File: config.mk
export PLATFORM = sky130hd
export DESIGN_NAME = frog_turn_controller
export DESIGN_NICKNAME = d
export VERILOG_FILES = /design/src/rtl/frog_turn_controller.sv
export SDC_FILE = /design/constraint.sdc
export NUM_CORES = 1
export LEC_CHECK = 0
export ABC_AREA = 1
export BUFFER_PORTS_ARGS = -buffer_cell sky130_fd_sc_hd__buf_2
export CAP_MARGIN = 20
export CORE_MARGIN = 2
export CORE_UTILIZATION = 45
export CTS_CLUSTER_SIZE = 12
export DETAILED_ROUTE_END_ITERATION = 10
export GPL_TIMING_DRIVEN = 0
export PLACE_DENSITY = 0.7
export SLEW_MARGIN = 10
export SYNTH_ARGS = -nofsm -noshare
export SYNTH_HDL_FRONTEND = slang
export SYNTH_SLANG_ARGS = --single-unit
File: constraint.sdc
create_clock -name frame_clk -period 1.6 [get_ports frame_clk]
set_clock_uncertainty 0.15 [all_clocks]
set_input_delay 0.16 -clock frame_clk [delete_from_list [all_inputs] [get_ports frame_clk]]
set_output_delay 0.16 -clock frame_clk [all_outputs]
set_load 0.05 [all_outputs]
File: src/rtl/frog_turn_controller.sv
// Turn sequencer for the three player frogs: spawn, play, home or die, respawn.
// Tracks the three home slots and hands play to the next frog after a home landing.
module frog_turn_controller #(
    parameter int          RESPAWN_FRAMES = 30,
    parameter logic [10:0] HOME_Y         = 11'd40,
    parameter logic [10:0] HOME_X0        = 11'd120,
    parameter logic [10:0] HOME_X1        = 11'd280,
    parameter logic [10:0] HOME_X2        = 11'd480
) (
    input  logic        frame_clk,
    input  logic        game_restart,
    input  logic [10:0] frog_x,
    input  logic [10:0] frog_y,
    input  logic        dead_frog,
    input  logic        game_over,
    output logic [1:0]  active_frog,
    output logic [2:0]  frog_enable,
    output logic [2:0]  respawn,
    output logic [2:0]  home_filled,
    output logic        all_home
);

    typedef enum logic [2:0] {
        IDLE,
        SPAWN,
        PLAY,
        HOMED,
        DYING,
        DONE
    } state_t;

    localparam logic [7:0] DYING_LOAD = 8'(RESPAWN_FRAMES - 1);

    state_t      state;
    state_t      state_next;
    logic [1:0]  active_next;
    logic [2:0]  home_next;
    logic [7:0]  count;
    logic [7:0]  count_next;
    logic        on_home_row;
    logic [2:0]  slot_match;
    logic [2:0]  home_hit;

    function automatic logic [2:0] frog_onehot(input logic [1:0] idx);
        logic [2:0] result;
        result = 3'b000;
        case (idx)
            2'd0:    result = 3'b001;
            2'd1:    result = 3'b010;
            2'd2:    result = 3'b100;
            default: result = 3'b000;
        endcase
        return result;
    endfunction

    // An already-occupied slot never matches, so landing there counts as a bad landing.
    always_comb begin
        on_home_row = (frog_y == HOME_Y);
        slot_match  = {frog_x == HOME_X2, frog_x == HOME_X1, frog_x == HOME_X0};
        home_hit    = on_home_row ? (slot_match & ~home_filled) : 3'b000;
    end

    always_comb begin
        state_next  = state;
        active_next = active_frog;
        home_next   = home_filled;
        count_next  = count;
        if (game_over) begin
            state_next = DONE;
        end else begin
            case (state)
                IDLE: begin
                    state_next = SPAWN;
                end
                SPAWN: begin
                    state_next = PLAY;
                end
                PLAY: begin
                    if (|home_hit) begin
                        home_next  = home_filled | home_hit;
                        state_next = HOMED;
                    end else if (dead_frog || on_home_row) begin
                        count_next = DYING_LOAD;
                        state_next = DYING;
                    end
                end
                HOMED: begin
                    if (&home_filled) begin
                        state_next = DONE;
                    end else begin
                        active_next = (active_frog == 2'd2) ? 2'd0 : active_frog + 2'd1;
                        state_next  = SPAWN;
                    end
                end
                DYING: begin
                    if (count == 8'd0) begin
                        state_next = SPAWN;
                    end else begin
                        count_next = count - 8'd1;
                    end
                end
                DONE: begin
                    state_next = DONE;
                end
                default: begin
                    state_next = IDLE;
                end
            endcase
        end
    end

    // Outputs are decoded from the next-state values so they line up with the state they describe.
    always_ff @(posedge frame_clk) begin
        if (game_restart) begin
            state       <= IDLE;
            active_frog <= 2'd0;
            home_filled <= 3'b000;
            count       <= 8'd0;
            frog_enable <= 3'b000;
            respawn     <= 3'b000;
            all_home    <= 1'b0;
        end else begin
            state       <= state_next;
            active_frog <= active_next;
            home_filled <= home_next;
            count       <= count_next;
            frog_enable <= (state_next == PLAY)  ? frog_onehot(active_next) : 3'b000;
            respawn     <= (state_next == SPAWN) ? frog_onehot(active_next) : 3'b000;
            all_home    <= &home_next;
        end
    end

endmodule

After elaboration in Yosys (flattened, before gate mapping)
Cells that the tools add are included.
{ "op_classes": {"addsub": 2, "eq_ne": 17, "muxes": 19, "n_bitwise": 6, "reduce_logical": 11} }
{ "op_table": {"columns": ["operator", "n"], "rows": [
  ["two-way mux 3 bit", 9],
  ["two-way mux 8 bit", 3],
  ["equality test 11 x 9 -> 1 bit (second input constant)", 2],
  ["case mux 3 bit (6 select lines)", 1],
  ["case mux 8 bit (2 select lines)", 1],
  ["equality test 11 x 6 -> 1 bit (second input constant)", 1],
  ["equality test 11 x 7 -> 1 bit (second input constant)", 1],
  ["equality test 3 x 2 -> 1 bit (second input constant)", 3],
  ["case mux 3 bit (3 select lines)", 1],
  ["logical NOT 8 bit", 1],
  ["two-way mux 2 bit", 4],
  ["subtractor 8 x 1 -> 8 bit (second input constant)", 1],
  ["equality test 3 x 1 -> 1 bit (second input constant)", 2],
  ["equality test 3 bit (second input constant)", 2],
  ["!= test 2 bit (second input constant)", 3],
  ["AND reduction 3 bit", 2],
  ["AND reduction 5 bit", 1],
  ["equality test 2 bit (second input constant)", 2],
  ["OR reduction 2 bit", 2],
  ["bitwise AND 3 bit", 1],
  ["logical NOT 3 bit", 1],
  ["NOT 1 bit", 3],
  ["NOT 3 bit", 1],
  ["bitwise OR 3 bit", 1],
  ["6 further kinds", 6]
]} }
{ "totals": {"regBits": 23, "inputBits": 26, "output_inout_bits": 12, "elab_cells": 62} }

Longest topological paths before layout
{ "depth": {"ltp_word": 10, "ltp_mapped": 13, "mapped_depth_nobuf": 13} }

Least setup slack after synthesis
No wires, ideal clock.
{ "synth_path": {"path_kind": "register -> register", "startpoint": "reg home_filled[2]", "endpoint": "reg frog_enable[1]", "arrival_ps": 1567, "required_time_ps": 1377, "setup_slack_ps": -190, "path_stages_with_launch": 8, "path_cell_list": "dfxtp_1 nand3_1 nand3_2 o21ai_1 o21ai_2 inv_2 or2_1 nor3_2"} }
{ "synth_between": {"elab_chain_cells": 10, "word_cells_on_any_way": 19, "cone_classes": "eq/ne (3); mux (9); bitwise (3); reduce/logical (4)"} }
{ "synth_lines": {"columns": ["item", "line_no", "text"], "rows": [
  ["start: declaration", "19", "output logic [2:0] home_filled,"],
  ["start signal: assignment", "125", "home_filled <= home_next;"],
  ["NOT 3 bit", "60", "home_hit = on_home_row ? (slot_match & ~home_filled) : 3'b000;"],
  ["bitwise AND 3 bit", "60", null],
  ["two-way mux 3 bit", "60", null],
  ["OR reduction 3 bit", "79", "if (|home_hit) begin"],
  ["two-way mux 3 bit", "79", null],
  ["case mux 3 bit (6 select lines)", "71", "case (state)"],
  ["two-way mux 3 bit", "68", "if (game_over) begin"],
  ["equality test 3 x 2 -> 1 bit", "127", "frog_enable <= (state_next == PLAY) ? frog_onehot(active_next) : 3'b000;"],
  ["NOT 1 bit (no source line)", null, null],
  ["OR reduction 2 bit (no source line)", null, null],
  ["end signal: assignment", "127", null],
  ["end: declaration", "17", "output logic [2:0] frog_enable,"]
]} }
Parallel ways exist; a longest one is shown, timed or not.
A chain may end at the register's enable or synchronous reset.

Worst setup path after layout
{ "layout_path": {"startpoint": "reg state[0]", "endpoint": "reg count[2]"} }
{ "layout_between": {"elab_chain_cells": 3, "word_cells_on_any_way": 8, "cone_classes": "eq/ne (5); mux (1); reduce/logical (2)"} }
{ "layout_lines": {"columns": ["item", "line_no", "text"], "rows": [
  ["start: declaration", "34", "state_t state;"],
  ["start signal: assignment", "123", "state <= state_next;"],
  ["equality test 3 bit or equality test 3 x 2 -> 1 bit (tied branches)", "71", null],
  ["!= test 2 bit (no source line) or nonzero test 2 bit (tied branches)", null, null],
  ["AND reduction 5 bit (no source line)", null, null],
  ["end signal: assignment", "126", "count <= count_next;"],
  ["end: declaration", "38", "logic [7:0] count;"]
]} }
Parallel ways exist; a longest one is shown, timed or not.

==> reports/metrics.sh <==
RESULT_OF_THE_RUN='finished with violations'
FAILED_CHECKS='setup timing'
TIMING.MAX_SLEW.REL_SLACK_PCT=63.14
CTS_BUFFERS=3
CELLLEAKAGEPOWER_nW=1.027
FIN_TOTAL_PWR_mW=1.231
SYN_STD_CELL_AREA_UM2=1473
WORST_SKEW_PAIR_LATER_PIN_LATENCY_NS=0.32
FILLERINSTANCES=280
R2R_END='count[2]'
WORST_EP_REQUIRED_TIME_NS=1.71
CRITPATHMAXFANOUT=6
HOLD_PATH_CLASS='in -> reg'
POST_DP_CELL_AREA_UM2=1728
SYNTH.AVG_CELL_AREA_UM2=6.240
CTS-HTREE-LEVELS=1
MET2_ROUTED_LENGTH_UM=1834
DP_SLACK_NS=-0.2500
NETS=324
YOSYSWARNINGS=0
GRT_START_MAX_NET_PINS=15
CRIT_ARRIVAL_NS=1.76
ROUTED_WL_UM=3603
ROUTED_VIA_DENSITY=4.749
FMAXACHIEVABLE_MHz=607.4
P_SWITCHING_uW=404.0
START_KIND='flip-flop'
P_PER_AREA_nW_PER_UM2=594.0
MAX_CAP_VIOLATIONS=0
TIMING.RR.START='state[0]'
TRANSITION_TIME_AT_THE_PIN_WITH_THE_LEAST_SLEW_MARGIN_NS=0.5528
DRC=0
UNREPAIRED_SETUP_ENDPOINTS_AFTER_GLOBAL_ROUTING='yes'
DRIVE_ABOVE_1_SHARE_PCT=41.69
SETUP.WORST_PATH.CLASS='reg -> reg'
CORE_UM2=3078
LAYOUT_MIN_CYCLE_TIME_NS=1.646
ROUTE.LAYER.MET1.WL_UM=1663
GLOBALROUTE.TOTALOVERFLOW=0
SYNTH-SEQ-AREA-SHARE_PCT=31.27
MINIMUM_SETUP_SLACK_AMONG_REG_TO_REG_PATHS_NS=-0.05
WORST_PATH_LARGEST_CELL_DELAY_NS=0.39
CRITICAL-PATH-SLOWEST-CELL='dfxtp_4'
GRT_ANTENNA_BEFORE_REPAIR=0
PATH_BUF_INV=2
PATH_DELAY_FAMILY='compound AO/OA/AOI/OAI gates'
DRT_ITER0_DRC=41
LAYOUT-AREA-OVERHEAD-VS-SYNTH_PCT=40.78
PORTBUFFERS=37
SYNTH.NET_COUNT=264
CLOCK-ROOT-BUFFER='clkbuf_4'
CRIT_END='count[2]'
PLACEDCELLCOUNT=317
FIN_CRIT_SH_PCT=102.9
GP_ROUTABILITY_CONGESTION=0.8169
HOLD_SLACK_NS=0.005932
POWER.SHARE.SWITCHING_PCT=32.81
MET3WIRELENGTH_UM=91
CLKSINKCOUNT=23
CLKTRANSATPATHREGS_NS=0.14
CRIT_START='state[0]'
WL_PER_CELL_UM=10.63
COMB_POWER_SHARE_PCT=27.7
IR_WORST_VDD_uV=625.8
STARTING_DENSITY_OF_THE_CORE_PCT=47.85
SYNTH_CELL_TYPE_COUNT=29
VIAS=1610
POWER.SHARE.SEQUENTIAL_PCT=49.0
YS_FF_LATCH=23
POWER.SHARE.CLOCK_PCT=23.2
INTERNAL-POWER_uW=827.4
SETUP_SLACK_NS=-0.04626
FIRST_PASS_ITERS=4
MAXUSEDROUTINGLAYER='met4'
FINAL-SETUP-VIOL-COUNT=9
ROWS=20
SETUP_TNS_NS=-0.2173
FP.DIEW_UM=61.21
CRIT_PATH_END_KIND='flip-flop'
HPWLAFTERDP_UM=2482
TIMING_HOLD_VIOLATIONS_FINAL=0
GRT_USE_TOTAL_PCT=20.43
DIEHEIGHT_UM=61.21
WORSTPATHCELLLIST='nor2_4 > nand2_4 > clkinv_4 > o21ai_4 > a211oi_4 > buf_6 > nand3_1 > a21oi_1'
DETAIL-ROUTE-ANTENNA-NETS=0
IOPINCOUNT=38
DIEAREA_UM2=3746
REG2REG_DEPTH=8
WORST-PATH-STAGES=8
STDCELL_AREA_UM2=2073
LAYOUT.CELLS.NON_FILLER=339
UTILIZATION_PCT=67.36
INSTANCE_COUNT_OF_THE_MAPPED_NETLIST=236
GRT_PASS1_VIAS=1539
TRITONCTS='yes'
GRT_FIRST_PASS_WIRELENGTH_UM=5927
ANTENNA_CELLS_INSERTED=0
FINAL_MAX_SLEW_VIOL_COUNT=0
CLOCKBUFFERDEPTH=2
## synthesized netlist by cell type, drive strengths merged
cell type  number  share of area (%)
nand2          62                 17
ha              2                1.7
a21oi          10                3.4
inv            38                9.7
nor3           12                4.8
nand3          21                7.8
or2             3                1.3
xnor2           1               0.59
a211oi          1                1.4
nand4           4                1.7
xor2            2                1.2
clkinv          1               0.59
nor3b           1               0.85
nor2           46                 13
clkbuf          1               0.25
dfxtp          23                 31
o21ai           7                3.4
nor4            1               0.43
## state kept, by name, summed over array words and instances, names as in the netlist
register	flops
active_frog	2
all_home	1
count	8
frog_enable	3
home_filled	3
respawn	3
state	3
## cells in the final DEF, fill, tap and decap left out, types with 4 or more instances in the layout
cell type / synthesis / layout
dfxtp_4: 0 / 5
inv_2: 6 / 7
nand3_1: 19 / 17
nor2_4: 1 / 5
nor2_1: 41 / 36
nor3_1: 10 / 6
nand4_1: 4 / 4
dfxtp_2: 0 / 8
dfxtp_1: 23 / 10
buf_4: 0 / 15
a21oi_1: 10 / 8
inv_1: 32 / 30
nor3_2: 2 / 6
nor2_2: 4 / 5
nand2_4: 1 / 6
buf_2: 0 / 37
nand2_2: 3 / 4
nand2_1: 58 / 53
## cells by family after synthesis
family	share of synthesized area [%]
AND/OR/NAND/NOR	46.56
flip-flops	31.27
adder cells (fa/ha/maj)	1.699
buffers and inverters	10.54
AO/OA/AOI/OAI	8.157
XOR/XNOR	1.785
## tightest hold or removal path, stage by stage
cell and delay (ns):
buf_2 0.16, o21ai_0 0.10, inv_1 0.04
## area by class of cell
type	count	area, um^2	area share, %
Buffer	1	3.754	0.1810
Clock buffer	3	22.52	1.086
Clock inverter	1	7.507	0.3621
Inverter	39	153.9	7.423
Multi-Input combinational cell	174	1022	49.31
Sequential cell	23	489.2	23.60
Tap cell	44	55.05	2.655
Timing Repair Buffer	54	319.1	15.39
## per-layer routing
layer	global-route usage, %	vias up
met5	0	-
met4	4.658	0
met3	5.042	2
met2	37.08	21
met1	24.16	728
li1	-	859
## power groups by stage
stage                     Combinational (mW)  Clock (mW)  Sequential (mW)
final                                  0.342       0.286            0.604
after global routing                   0.383       0.314            0.605
after CTS                              0.305       0.293            0.604
after detailed placement               0.258           0            0.616
after global placement                 0.254           0            0.616
after floorplan                        0.175           0            0.625
## repair_timing
item | in CTS | in global routing
pin swaps | 20 | 11
hold buffers | 1 | 0
gates resized for setup | 24 | 27
setup endpoints to repair | 14 | 18
hold endpoints to repair | 3 | 0
setup buffers | 10 | 6
gates cloned | 1 | 0
## worst min-delay path by stage
stage                 startpoint        to  slack (ns)  depth (start not counted)
finish                 game_over  state[2]       0.006                          3
global route           game_over  state[2]        0.03                          3
CTS                    game_over  state[2]       0.006                          3
detailed placement  game_restart  count[3]        0.26                          2
global placement    game_restart  count[3]        0.26                          2
floorplan           game_restart  count[2]        0.08                          1
Power figures use the tool's default switching activity.
